[config.mk]
export PLATFORM = sky130hd
export DESIGN_NAME = score_bcd_converter
export DESIGN_NICKNAME = d
export VERILOG_FILES = /design/src/rtl/score_display_pkg.sv /design/src/rtl/bcd_digit_adj.sv /design/src/rtl/score_bcd_converter.sv
export SDC_FILE = /design/constraint.sdc
export NUM_CORES = 1
export LEC_CHECK = 0
export CORE_MARGIN = 2
export CORE_UTILIZATION = 47
export DETAILED_ROUTE_END_ITERATION = 12
export GPL_ROUTABILITY_DRIVEN = 0
export PLACE_DENSITY = 0.75
export SLEW_MARGIN = 40
export SYNTH_ARGS = -nofsm -noshare
export SYNTH_HDL_FRONTEND = slang
export SYNTH_SLANG_ARGS = --single-unit
[constraint.sdc]
create_clock -name clk -period 2.6 [get_ports clk]
set_input_delay 0.52 -clock clk [delete_from_list [all_inputs] [get_ports clk]]
set_output_delay 0.52 -clock clk [all_outputs]
set_load 0.05 [all_outputs]
[src/rtl/score_display_pkg.sv]
// Shared types and constants for the score/lives display path.
// Used by the binary-to-BCD converter and its per-digit add-3 cell.
package score_display_pkg;

  localparam int BCD_W          = 4;
  localparam int DEFAULT_BIN_W  = 16;
  localparam int DEFAULT_DIGITS = 5;

  localparam logic [3:0] BCD_NINE = 4'h9;

  typedef enum logic {
    ST_IDLE,
    ST_SHIFT
  } state_t;

endpackage

[src/rtl/bcd_digit_adj.sv]
// Single-digit correction step of shift-add-3: a digit of 5 or more gets +3 so that
// the following left shift carries correctly into the next decimal digit.
module bcd_digit_adj
  import score_display_pkg::*;
(
  input  logic [BCD_W-1:0] digit,
  output logic [BCD_W-1:0] adj
);

  // Largest input is 9 in valid BCD, so the result never exceeds 12 and fits in 4 bits.
  assign adj = (digit >= 4'd5) ? (digit + 4'd3) : digit;

endmodule

[src/rtl/score_bcd_converter.sv]
// Sequential binary-to-BCD converter (shift-add-3, one input bit per clock) for the
// score display. Results are registered and held until the next conversion completes.
module score_bcd_converter
  import score_display_pkg::*;
#(
  parameter int BIN_W  = DEFAULT_BIN_W,
  parameter int DIGITS = DEFAULT_DIGITS
) (
  input  logic                    clk,
  input  logic                    reset,
  input  logic                    start,
  input  logic [BIN_W-1:0]        bin,
  output logic                    busy,
  output logic                    done,
  output logic [BCD_W*DIGITS-1:0] bcd,
  output logic                    overflow
);

  localparam int BCD_TOT = BCD_W * DIGITS;
  localparam int CNT_W   = (BIN_W > 1) ? $clog2(BIN_W) : 1;
  localparam logic [CNT_W-1:0] CNT_LAST = CNT_W'(BIN_W - 1);

  // Handshake: start is taken only on an edge where busy=0; bin is sampled on that
  // edge alone. busy stays high for BIN_W cycles, then done pulses for one cycle
  // as bcd/overflow update. start during busy is dropped, never queued.

  state_t               state;
  state_t               state_next;
  logic [CNT_W-1:0]     count;
  logic [CNT_W-1:0]     count_next;
  logic [BIN_W-1:0]     shift_reg;
  logic [BIN_W-1:0]     shift_next;
  logic [BCD_TOT-1:0]   work;
  logic [BCD_TOT-1:0]   work_adj;
  logic [BCD_TOT-1:0]   work_next;
  logic                 ovf_work;
  logic                 ovf_next;
  logic [BCD_TOT-1:0]   bcd_next;
  logic                 overflow_next;
  logic                 done_next;

  genvar g;
  generate
    for (g = 0; g < DIGITS; g++) begin : g_adj
      bcd_digit_adj u_adj (
        .digit (work[g*BCD_W +: BCD_W]),
        .adj   (work_adj[g*BCD_W +: BCD_W])
      );
    end
  endgenerate

  always_comb begin
    state_next    = state;
    count_next    = count;
    shift_next    = shift_reg;
    work_next     = work;
    ovf_next      = ovf_work;
    bcd_next      = bcd;
    overflow_next = overflow;
    done_next     = 1'b0;

    case (state)
      ST_IDLE: begin
        if (start) begin
          state_next = ST_SHIFT;
          shift_next = bin;
          work_next  = '0;
          count_next = '0;
          ovf_next   = 1'b0;
        end
      end

      ST_SHIFT: begin
        // Anything leaving the top digit means the value needs more digits than we have.
        ovf_next   = ovf_work | work_adj[BCD_TOT-1];
        work_next  = {work_adj[BCD_TOT-2:0], shift_reg[BIN_W-1]};
        shift_next = {shift_reg[BIN_W-2:0], 1'b0};
        count_next = count + 1'b1;
        if (count == CNT_LAST) begin
          state_next    = ST_IDLE;
          done_next     = 1'b1;
          overflow_next = ovf_next;
          bcd_next      = ovf_next ? {DIGITS{BCD_NINE}} : work_next;
        end
      end

      default: begin
        state_next = ST_IDLE;
      end
    endcase
  end

  always_ff @(posedge clk or posedge reset) begin
    if (reset) begin
      state     <= ST_IDLE;
      count     <= '0;
      shift_reg <= '0;
      work      <= '0;
      ovf_work  <= 1'b0;
      bcd       <= '0;
      overflow  <= 1'b0;
      done      <= 1'b0;
    end else begin
      state     <= state_next;
      count     <= count_next;
      shift_reg <= shift_next;
      work      <= work_next;
      ovf_work  <= ovf_next;
      bcd       <= bcd_next;
      overflow  <= overflow_next;
      done      <= done_next;
    end
  end

  assign busy = (state == ST_SHIFT);

endmodule

==> results of run 1 <==
cell families (layout without fill, tap and decap cells):
| kind of cell | Yosys count | count (layout) |
|---|---|---|
| adders and majority gates | 11 | 11 |
| muxes | 35 | 35 |
| DFF | 64 | 64 |
| AOI/OAI and AO/OA | 70 | 70 |
| buffers and inverters | 29 | 73 |
| and+or+nand+nor | 81 | 81 |
| xor gates and xnor gates | 6 | 6 |
worst paths after layout:
check                                         startpoint                         to  cells after the start
min in group asynchronous                          reset        work[0]$_DFFE_PP0P_                      2
worst max-delay path                  bcd[7]$_DFFE_PP0P_                     bcd[7]                      1
worst min register to register  shift_reg[9]$_DFFE_PP0P_  shift_reg[10]$_DFFE_PP0P_                      2
worst min-delay path            shift_reg[9]$_DFFE_PP0P_  shift_reg[10]$_DFFE_PP0P_                      2
max in group asynchronous                          reset             busy$_DFF_PP0_                      3
worst max register to register      work[16]$_DFFE_PP0P_        bcd[10]$_DFFE_PP0P_                      6
cells in the mapped netlist, types with 2 or more instances:
cell type                  instances
sky130_fd_sc_hd__a21o_1            7
sky130_fd_sc_hd__a21oi_1          17
sky130_fd_sc_hd__a22o_1            2
sky130_fd_sc_hd__a31o_2            7
sky130_fd_sc_hd__a31oi_1           9
sky130_fd_sc_hd__and2_1            6
sky130_fd_sc_hd__buf_1             2
sky130_fd_sc_hd__buf_2             6
sky130_fd_sc_hd__buf_4             2
sky130_fd_sc_hd__clkbuf_1          4
sky130_fd_sc_hd__dfrtp_1          64
sky130_fd_sc_hd__ha_1             11
sky130_fd_sc_hd__inv_1            12
sky130_fd_sc_hd__mux2_2            2
sky130_fd_sc_hd__mux2i_1          33
sky130_fd_sc_hd__nand2_1          34
sky130_fd_sc_hd__nand2b_1          6
sky130_fd_sc_hd__nor2_1           15
sky130_fd_sc_hd__nor3_1            3
sky130_fd_sc_hd__nor3b_1          13
sky130_fd_sc_hd__o21ai_0          21
sky130_fd_sc_hd__o31ai_1           5
sky130_fd_sc_hd__xnor2_1           5
area by class of cell:
class,instances,area share
Multi-Input combinational cell,203,0.368
Clock inverter,2,0.00268
Timing Repair Buffer,47,0.125
Inverter,13,0.0131
Clock buffer,11,0.0352
Tap cell,77,0.0258
Sequential cell,64,0.430
metrics by stage:
step           instance area [um^2]  hold WS [ns]  cells  power [uW]  utilization
3_5_place_dp                   3590         0.468    404        3990        0.562
5_1_grt                        3730         0.504    417        5010        0.584
3_3_place_gp                   3590         0.459    404        3890        0.562
2_1_floorplan                  3120         0.449    296        3390            -
6_report                       3730         0.479    417        4640        0.584
4_1_cts                        3730         0.481    417        4680        0.584
power breakdown:
group | switching (uW) | internal [uW] | total [uW]
Clock | 344 | 327 | 671
Sequential | 306 | 1400 | 1710
Combinational | 1340 | 929 | 2260
layer usage:
| metal | wire (um) | part of all wire | track usage |
|---|---|---|---|
| met2 | 2860 | 0.48 | 0.283 |
| met5 | 0 | 0 | 0 |
| met4 | 94 | 0.016 | 0.0765 |
| met3 | 320 | 0.053 | 0.0457 |
| met1 | 2730 | 0.45 | 0.245 |
==> run summary, run 1 <==
• total track usage: 0.182
• count of routing violations after the opening detailed-route iteration: 134
• final hold violation count: 0
• total length of routed wires: 6000 um
• Fmax achieved: 491 MHz
• Cell variety after synth: 33
• layout overhead on the synthesized area: 19.7%
• slowest stage cell, crit path: sky130_fd_sc_hd__clkdlybuf4s50_1
• ratio of total power to cell area: 1240 nW/um^2
• number of synthesized flops with an enable pin: 0
• nets@finish: 368
• sequential fraction of the synthesis area: 0.514
• DRC errors left: 0
• classification of the worst-slack hold path: flop to flop
• measured slew at the worst slew-check pin: 0.773 ns
• Worst Setup Slack post-DPL: 0.625 ns
• post-route clock skew: 0.00448 ns
• syn_area_per_cell: 10.5 um^2
• peak ir drop on the vdd network: 710 uV
• layout cells sized above 1: 0.0882
• final setup fails: 0
• largest net degree at the start of global routing: 42
• simple-gate share of the synthesized area: 0.129
• least setup slack across all paths after layout: 0.565 ns
• headroom to the max-slew limit: 0.485
• setup TNS after final layout: 0 ns
• starting density of the core: 0.488
• post-detailed-placement half-perimeter wirelength: 4170 um
• most common library cell in the layout ignoring fill and taps: sky130_fd_sc_hd__dfrtp_1
• Arrival @ worst endpoint: 1.52 ns
• clock tree from TritonCTS: done
• detailed-route via count: 2302
• largest fanout of any net on the critical path: 2
• Worst Path Required: 2.08 ns
• clock root buffer master: sky130_fd_sc_hd__clkbuf_8
• number of global-route vias before repair: 2311
• Multi-input gate area: 1370 um^2
• share of the synthesized area in compound gates (AO/OA/AOI/OAI): 0.138
• RSZ-0062 raised after global routing: no
• clock buffer depth: 2
• global-route wire length before repair: 10600 um
• post-CTS setup buffer count: 0
• most used cells in the layout excluding fill and tap cells: sky130_fd_sc_hd__dfrtp_1, sky130_fd_sc_hd__clkdlybuf4s50_1, sky130_fd_sc_hd__nand2_1
• number of warnings issued by yosys: 0
• antenna cells: 0
• clock slew at reported path FFs: 0.06 ns
• nature of the critical path startpoint: flop
• height of the die: 85.5 um
• share of Yosys cell area claimed by the top area cell type: 0.514
• leakage power total: 0.00176 uW
• prevailing post-synth register cell: sky130_fd_sc_hd__dfrtp_1
• critical path capture point type: output pin
• category of the most critical setup path: flop to output pin
• cts hold-fix bufs: 0
• library cell with the largest summed area after synthesis: sky130_fd_sc_hd__dfrtp_1
• cells after synthesis: 296
• max-slew violation count: 0
• GRT Residual Overflow: 0
• cell area after technology mapping: 3120 um^2
• count of pins on the block boundary: 42
• number of buffers created by CTS: 9
• largest family of logic cells by synthesized area: compound AO/OA/AOI/OAI gates
• Detail Route Antenna Nets: 0
• synthesized-area fraction occupied by adder cells: 0.0441
• Port Buf Inserts: 41
• critical path, cell by cell: clkdlybuf4s50_1
• clock sink count: 64
• number of synthesized register bits: 64
• die outline area: 7300 um^2
• slowest cell delay on critical path: 0.81 ns
• register-to-register setup slack: 0.67 ns
• async set-or-reset flop fraction in the synthesized netlist: 1.00
• net count after synthesis: 326
• CTS H-tree lvls: 3
• maximum capacitance violations: 0
• xor/xnor share of the synthesized area: 0.0169
• critical path buffer and inverter count: 1
• min Tclk post-route: 2.04 ns
• top cell family by delay on the critical path: buffers and inverters
• antenna violations before repair: 0
• number of rows created at floorplan: 29
• outcome: finished clean
• Vias/cell: 5.52
• source-to-sink clock delay at the later pin of the worst-skew pair: 0.33 ns
• detailed-router iteration count before antenna repair: 4
• FF+latch area: 1600 um^2
• Final Cycle Share: 0.783
• number of gates resized after cts: 0
• largest cells by area after synthesis: sky130_fd_sc_hd__dfrtp_1, sky130_fd_sc_hd__mux2i_1, sky130_fd_sc_hd__ha_1
• multiplexer area fraction after synthesis: 0.113
• placeable core region: 6390 um^2
• detail-routed net length per standard cell: 14.4 um
• x dimension of the die: 85.5 um
• filler cell count in the final layout: 545
Note: power is estimated with default switching activity, not from simulation.
==> inputs of run 2 (changes only) <==
clock period = 2 ns   (was 2.6 ns; I/O delays follow)
==> run 2 against run 1 <==
Effect of this change: wire length about the same; clock skew is 0.0034 ns higher; setup slack got worse by 0.49 ns; total power increased by 32%; via count decreased by 0.70%; count of clock-buffer cells in the layout up 3; register-to-register slack worse by 0.49 ns; critical endpoint unchanged; critical path depth did not move; die area is the same; core utilization increased by 1.2 points; largest cell class unchanged.
==> run summary, run 2 (synthesis results as in run 1) <==
• antenna cells: 0
• largest net degree at the start of global routing: 69
• CTS H-tree lvls: 3
• slowest cell delay on critical path: 0.81 ns
• most used cells in the layout excluding fill and tap cells: sky130_fd_sc_hd__dfrtp_1, sky130_fd_sc_hd__clkdlybuf4s50_1, sky130_fd_sc_hd__nand2_1
• starting density of the core: 0.488
• headroom to the max-slew limit: 0.663
• layout overhead on the synthesized area: 22.1%
• filler cell count in the final layout: 536
• nature of the critical path startpoint: flop
• detailed-route via count: 2286
• number of rows created at floorplan: 29
• maximum capacitance violations: 0
• classification of the worst-slack hold path: primary input to async pin
• nets@finish: 371
• leakage power total: 0.00180 uW
• category of the most critical setup path: flop to output pin
• ratio of total power to cell area: 1610 nW/um^2
• peak ir drop on the vdd network: 980 uV
• Vias/cell: 5.42
• critical path capture point type: output pin
• total length of routed wires: 6000 um
• detailed-router iteration count before antenna repair: 4
• Detail Route Antenna Nets: 0
• post-route clock skew: 0.00792 ns
• post-CTS setup buffer count: 0
• source-to-sink clock delay at the later pin of the worst-skew pair: 0.34 ns
• measured slew at the worst slew-check pin: 0.504 ns
• FF+latch area: 1600 um^2
• Final Cycle Share: 0.961
• placed cell count: 407
• RSZ-0062 raised after global routing: no
• GRT Residual Overflow: 0
• DRC errors left: 0
• antenna violations before repair: 0
• clock tree from TritonCTS: done
• die outline area: 7300 um^2
• count of pins on the block boundary: 42
• height of the die: 85.5 um
• clock root buffer master: sky130_fd_sc_hd__clkbuf_8
• final hold violation count: 0
• cts hold-fix bufs: 0
• critical path, cell by cell: clkdlybuf4s50_1
• most common library cell in the layout ignoring fill and taps: sky130_fd_sc_hd__dfrtp_1
• count of routing violations after the opening detailed-route iteration: 104
• clock sink count: 64
• layout cells sized above 1: 0.101
• number of global-route vias before repair: 2189
• top cell family by delay on the critical path: buffers and inverters
• fin cells: 422
• x dimension of the die: 85.5 um
• number of gates resized after cts: 0
• placeable core region: 6390 um^2
• min Tclk post-route: 1.92 ns
• final setup fails: 0
• Multi-input gate area: 1380 um^2
• number of buffers created by CTS: 9
• post-detailed-placement half-perimeter wirelength: 4100 um
• Finished Core Util: 0.596
• Worst Path Required: 1.60 ns
• global-route wire length before repair: 10100 um
• detail-routed net length per standard cell: 14.2 um
• clock buffer depth: 2
• Arrival @ worst endpoint: 1.52 ns
• Port Buf Inserts: 41
• Fmax achieved: 521 MHz
• setup TNS after final layout: 0 ns
• outcome: finished clean
• largest fanout of any net on the critical path: 2
• critical path buffer and inverter count: 1
• max-slew violation count: 0
• clock slew at reported path FFs: 0.07 ns
• total track usage: 0.178
• slowest stage cell, crit path: sky130_fd_sc_hd__clkdlybuf4s50_1
run 2: changes by cell type in the layout (fill, tap and decap cells not counted), sizes merged:
cell / previous run / this run
buf: 6 / 10
clkbuf: 11 / 14
clkdlybuf4s50: 41 / 40
clkinv: 2 / 1
run 2: metrics by stage:
step	instance area (um^2)	hold WS [ns]	setup WS, ns	total power [uW]
floorplan	3120	0.449	0.00190	4400
global placement	3650	0.460	0.187	5100
detailed placement	3650	0.470	0.118	5220
CTS	3800	0.320	0.0493	6170
global route	3810	0.340	0.0208	6570
finish	3810	0.323	0.0788	6120
run 2: cell type report:
class | instances | area share
tap | 77 | 0.0253
clock buffer | 14 | 0.0401
inverter | 13 | 0.0128
clock inverter | 1 | 0.00131
sequential | 64 | 0.421
multi-input combinational | 203 | 0.361
timing repair buffer | 50 | 0.138
run 2: path summary, 6_finish.rpt:
kind | start | end | slack [ns] | depth (start not counted)
min in group clk | bcd[5]$_DFFE_PP0P_ | bcd[5]$_DFFE_PP0P_ | 0.48 | 2
setup / recovery | bcd[7]$_DFFE_PP0P_ | bcd[7] | 0.08 | 1
max in group asynchronous | reset | bcd[6]$_DFFE_PP0P_ | 1.20 | 3
hold reg to reg | bcd[5]$_DFFE_PP0P_ | bcd[5]$_DFFE_PP0P_ | 0.48 | 2
setup reg to reg | work[16]$_DFFE_PP0P_ | bcd[6]$_DFFE_PP0P_ | 0.18 | 6
hold / removal | reset | shift_reg[12]$_DFFE_PP0P_ | 0.32 | 2
run 2: metal layers:
layer / GRT usage / vias up / part of all wire
met5: 0 / - / 0
met4: 0.0606 / 0 / 0.0083
met3: 0.0623 / 7 / 0.053
met2: 0.266 / 53 / 0.47
met1: 0.243 / 1105 / 0.47
li1: - / 1121 / -
run 2: power by group:
part	internal, uW	total (uW)	switching (uW)
Combinational	1240	2960	1720
Clock	477	931	454
Sequential	1820	2230	405
==> inputs of run 3 (changes only) <==
CORE_UTILIZATION = 55   (was 47)
PLACE_DENSITY = 0.85   (was 0.75)
==> run 3 against run 2 <==
Effect of this change: global-route usage rose by 4.0 points; first-iteration DRC count grew 46%; setup slack got worse by 0.020 ns; hold slack better by 0.040 ns; sequential share of layout area shrank 0.67 points; design area increased by 1.6%; sequential cell count did not move; combinational power rose by 1%; count of clock-buffer cells in the layout down 2; cell count shrank 1.4%; critical endpoint is now bcd[17]; largest cell class unchanged.
==> run summary, run 3 (synthesis results as in run 1) <==
• most used cells in the layout excluding fill and tap cells: sky130_fd_sc_hd__dfrtp_1, sky130_fd_sc_hd__clkdlybuf4s50_1, sky130_fd_sc_hd__nand2_1
• net switching fraction of the power: 0.409
• layout overhead on the synthesized area: 24.0%
• total design power: 6550 uW
• register-to-register setup slack: 0.17 ns
• DRC errors left: 0
• detailed-router iteration count before antenna repair: 4
• nature of the critical path startpoint: flop
• clock sink count: 64
• detailed-route via count: 2315
• total length of routed wires: 6240 um
• maximum capacitance violations: 0
• leakage power total: 0.00182 uW
• ratio of total power to cell area: 1690 nW/um^2
• slowest cell delay on critical path: 0.82 ns
• CTS H-tree lvls: 3
• largest fanout of any net on the critical path: 2
• number of rows created at floorplan: 27
• depth of the worst register-to-register path: 6
• post-route clock skew: 0.0124 ns
• category of the most critical setup path: flop to output pin
• global-route wire length before repair: 10600 um
• post-CTS setup buffer count: 0
• met1 routed wirelength after detailed routing: 2900 um
• slowest stage cell, crit path: sky130_fd_sc_hd__clkdlybuf4s50_1
• min Tclk post-route: 1.94 ns
• critical path launch point: bcd[17]$_DFFE_PP0P_
• detail-routed net length per standard cell: 15.0 um
• placeable core region: 5510 um^2
• clock slew at reported path FFs: 0.08 ns
• end of the critical path: bcd[17]
• die outline area: 6290 um^2
• met3 routed WL: 291 um
• cts hold-fix bufs: 0
• post-detailed-placement half-perimeter wirelength: 4090 um
• clock tree from TritonCTS: done
• nets@finish: 369
• most common library cell in the layout ignoring fill and taps: sky130_fd_sc_hd__dfrtp_1
• end of the worst register-to-register path: bcd[9]$_DFFE_PP0P_
• count of routing violations after the opening detailed-route iteration: 152
• headroom to the max-slew limit: 0.648
• max-slew violation count: 0
• Worst path depth: 1
• count of pins on the block boundary: 42
• clock root buffer master: sky130_fd_sc_hd__clkbuf_8
• Finished Core Util: 0.702
• top cell family by delay on the critical path: buffers and inverters
• beginning of the worst register-to-register path: work[16]$_DFFE_PP0P_
• Worst Setup Slack post-DPL: 0.108 ns
• Detail Route Antenna Nets: 0
• net switching power: 2680 uW
• filler cell count in the final layout: 413
• met2 layer wire length in the routed design: 2930 um
• critical path buffer and inverter count: 1
• DR top layer: met4
• layout cells sized above 1: 0.110
• classification of the worst-slack hold path: primary input to async pin
• share of total power in the clock network: 0.201
• largest net degree at the start of global routing: 69
• GRT Residual Overflow: 0
• x dimension of the die: 79.3 um
• number of buffers created by CTS: 9
• antenna violations before repair: 0
• setup TNS after final layout: 0 ns
• height of the die: 79.3 um
• final hold violation count: 0
• hold_ws: 0.363 ns
• critical path, cell by cell: clkdlybuf4s50_1
• number of gates resized after cts: 0
• total track usage: 0.219
• design internal power: 3870 uW
• Vias/cell: 5.56
• final setup fails: 0
• Worst Path Required: 1.60 ns
• least setup slack across all paths after layout: 0.0587 ns
• measured slew at the worst slew-check pin: 0.526 ns
• Fmax achieved: 515 MHz
• Final Cycle Share: 0.971
• Port Buf Inserts: 41
• starting density of the core: 0.566
• peak ir drop on the vdd network: 939 uV
• combinational power share: 0.459
• number of global-route vias before repair: 2319
• clock buffer depth: 2
• critical path capture point type: output pin
• Arrival @ worst endpoint: 1.54 ns
• source-to-sink clock delay at the later pin of the worst-skew pair: 0.35 ns
• outcome: finished clean
• fraction of power consumed by sequential logic: 0.340
• RSZ-0062 raised after global routing: no
• antenna cells: 0
-- run 3: cell count changes in the layout (fill, tap and decap cells not counted) --
cell	change
sky130_fd_sc_hd__clkbuf_1	-4
sky130_fd_sc_hd__bufinv_16	+2
sky130_fd_sc_hd__buf_4	-2
sky130_fd_sc_hd__clkinvlp_4	+2
sky130_fd_sc_hd__clkinv_2	-1
sky130_fd_sc_hd__clkbuf_8	+2
-- run 3: power groups by stage --
stage	Sequential (uW)	Combinational [uW]	Clock, uW
floorplan	2680	1720	0
global placement	2210	2870	0
detailed placement	2230	2980	0
CTS	2220	3010	1340
global route	2300	3290	1400
finish	2230	3000	1320
-- run 3: area by class of cell --
class                           instances  area [um^2]  share of cell area
Sequential cell                        64         1600               0.414
Multi-Input combinational cell        203         1380               0.356
Timing Repair Buffer                   48          510               0.132
Clock buffer                           12          165              0.0427
Tap cell                               72         90.1              0.0233
Clock inverter                          4         75.1              0.0194
Inverter                               13         48.8              0.0126
-- run 3: how the worst min path moves through the flow --
stage | cells after the start | end | slack [ns]
CTS | 2 | shift_reg[12]$_DFFE_PP0P_ | 0.36
global route | 2 | shift_reg[14]$_DFFE_PP0P_ | 0.40
global placement | 2 | shift_reg[15]$_DFFE_PP0P_ | 0.46
floorplan | 2 | shift_reg[10]$_DFFE_PP0P_ | 0.45
finish | 2 | shift_reg[14]$_DFFE_PP0P_ | 0.36
detailed placement | 2 | shift_reg[15]$_DFFE_PP0P_ | 0.47
-- run 3: through the flow --
step / instance area [um^2] / cells
floorplan: 3120 / 296
global placement: 3630 / 400
detailed placement: 3630 / 400
CTS: 3870 / 416
global route: 3870 / 416
finish: 3870 / 416
-- run 3: metal layers --
| metal | global-route usage | vias up |
|---|---|---|
| met3 | 0.0670 | 11 |
| met5 | 0 | - |
| li1 | - | 1114 |
| met4 | 0.105 | 0 |
| met2 | 0.326 | 53 |
| met1 | 0.291 | 1137 |
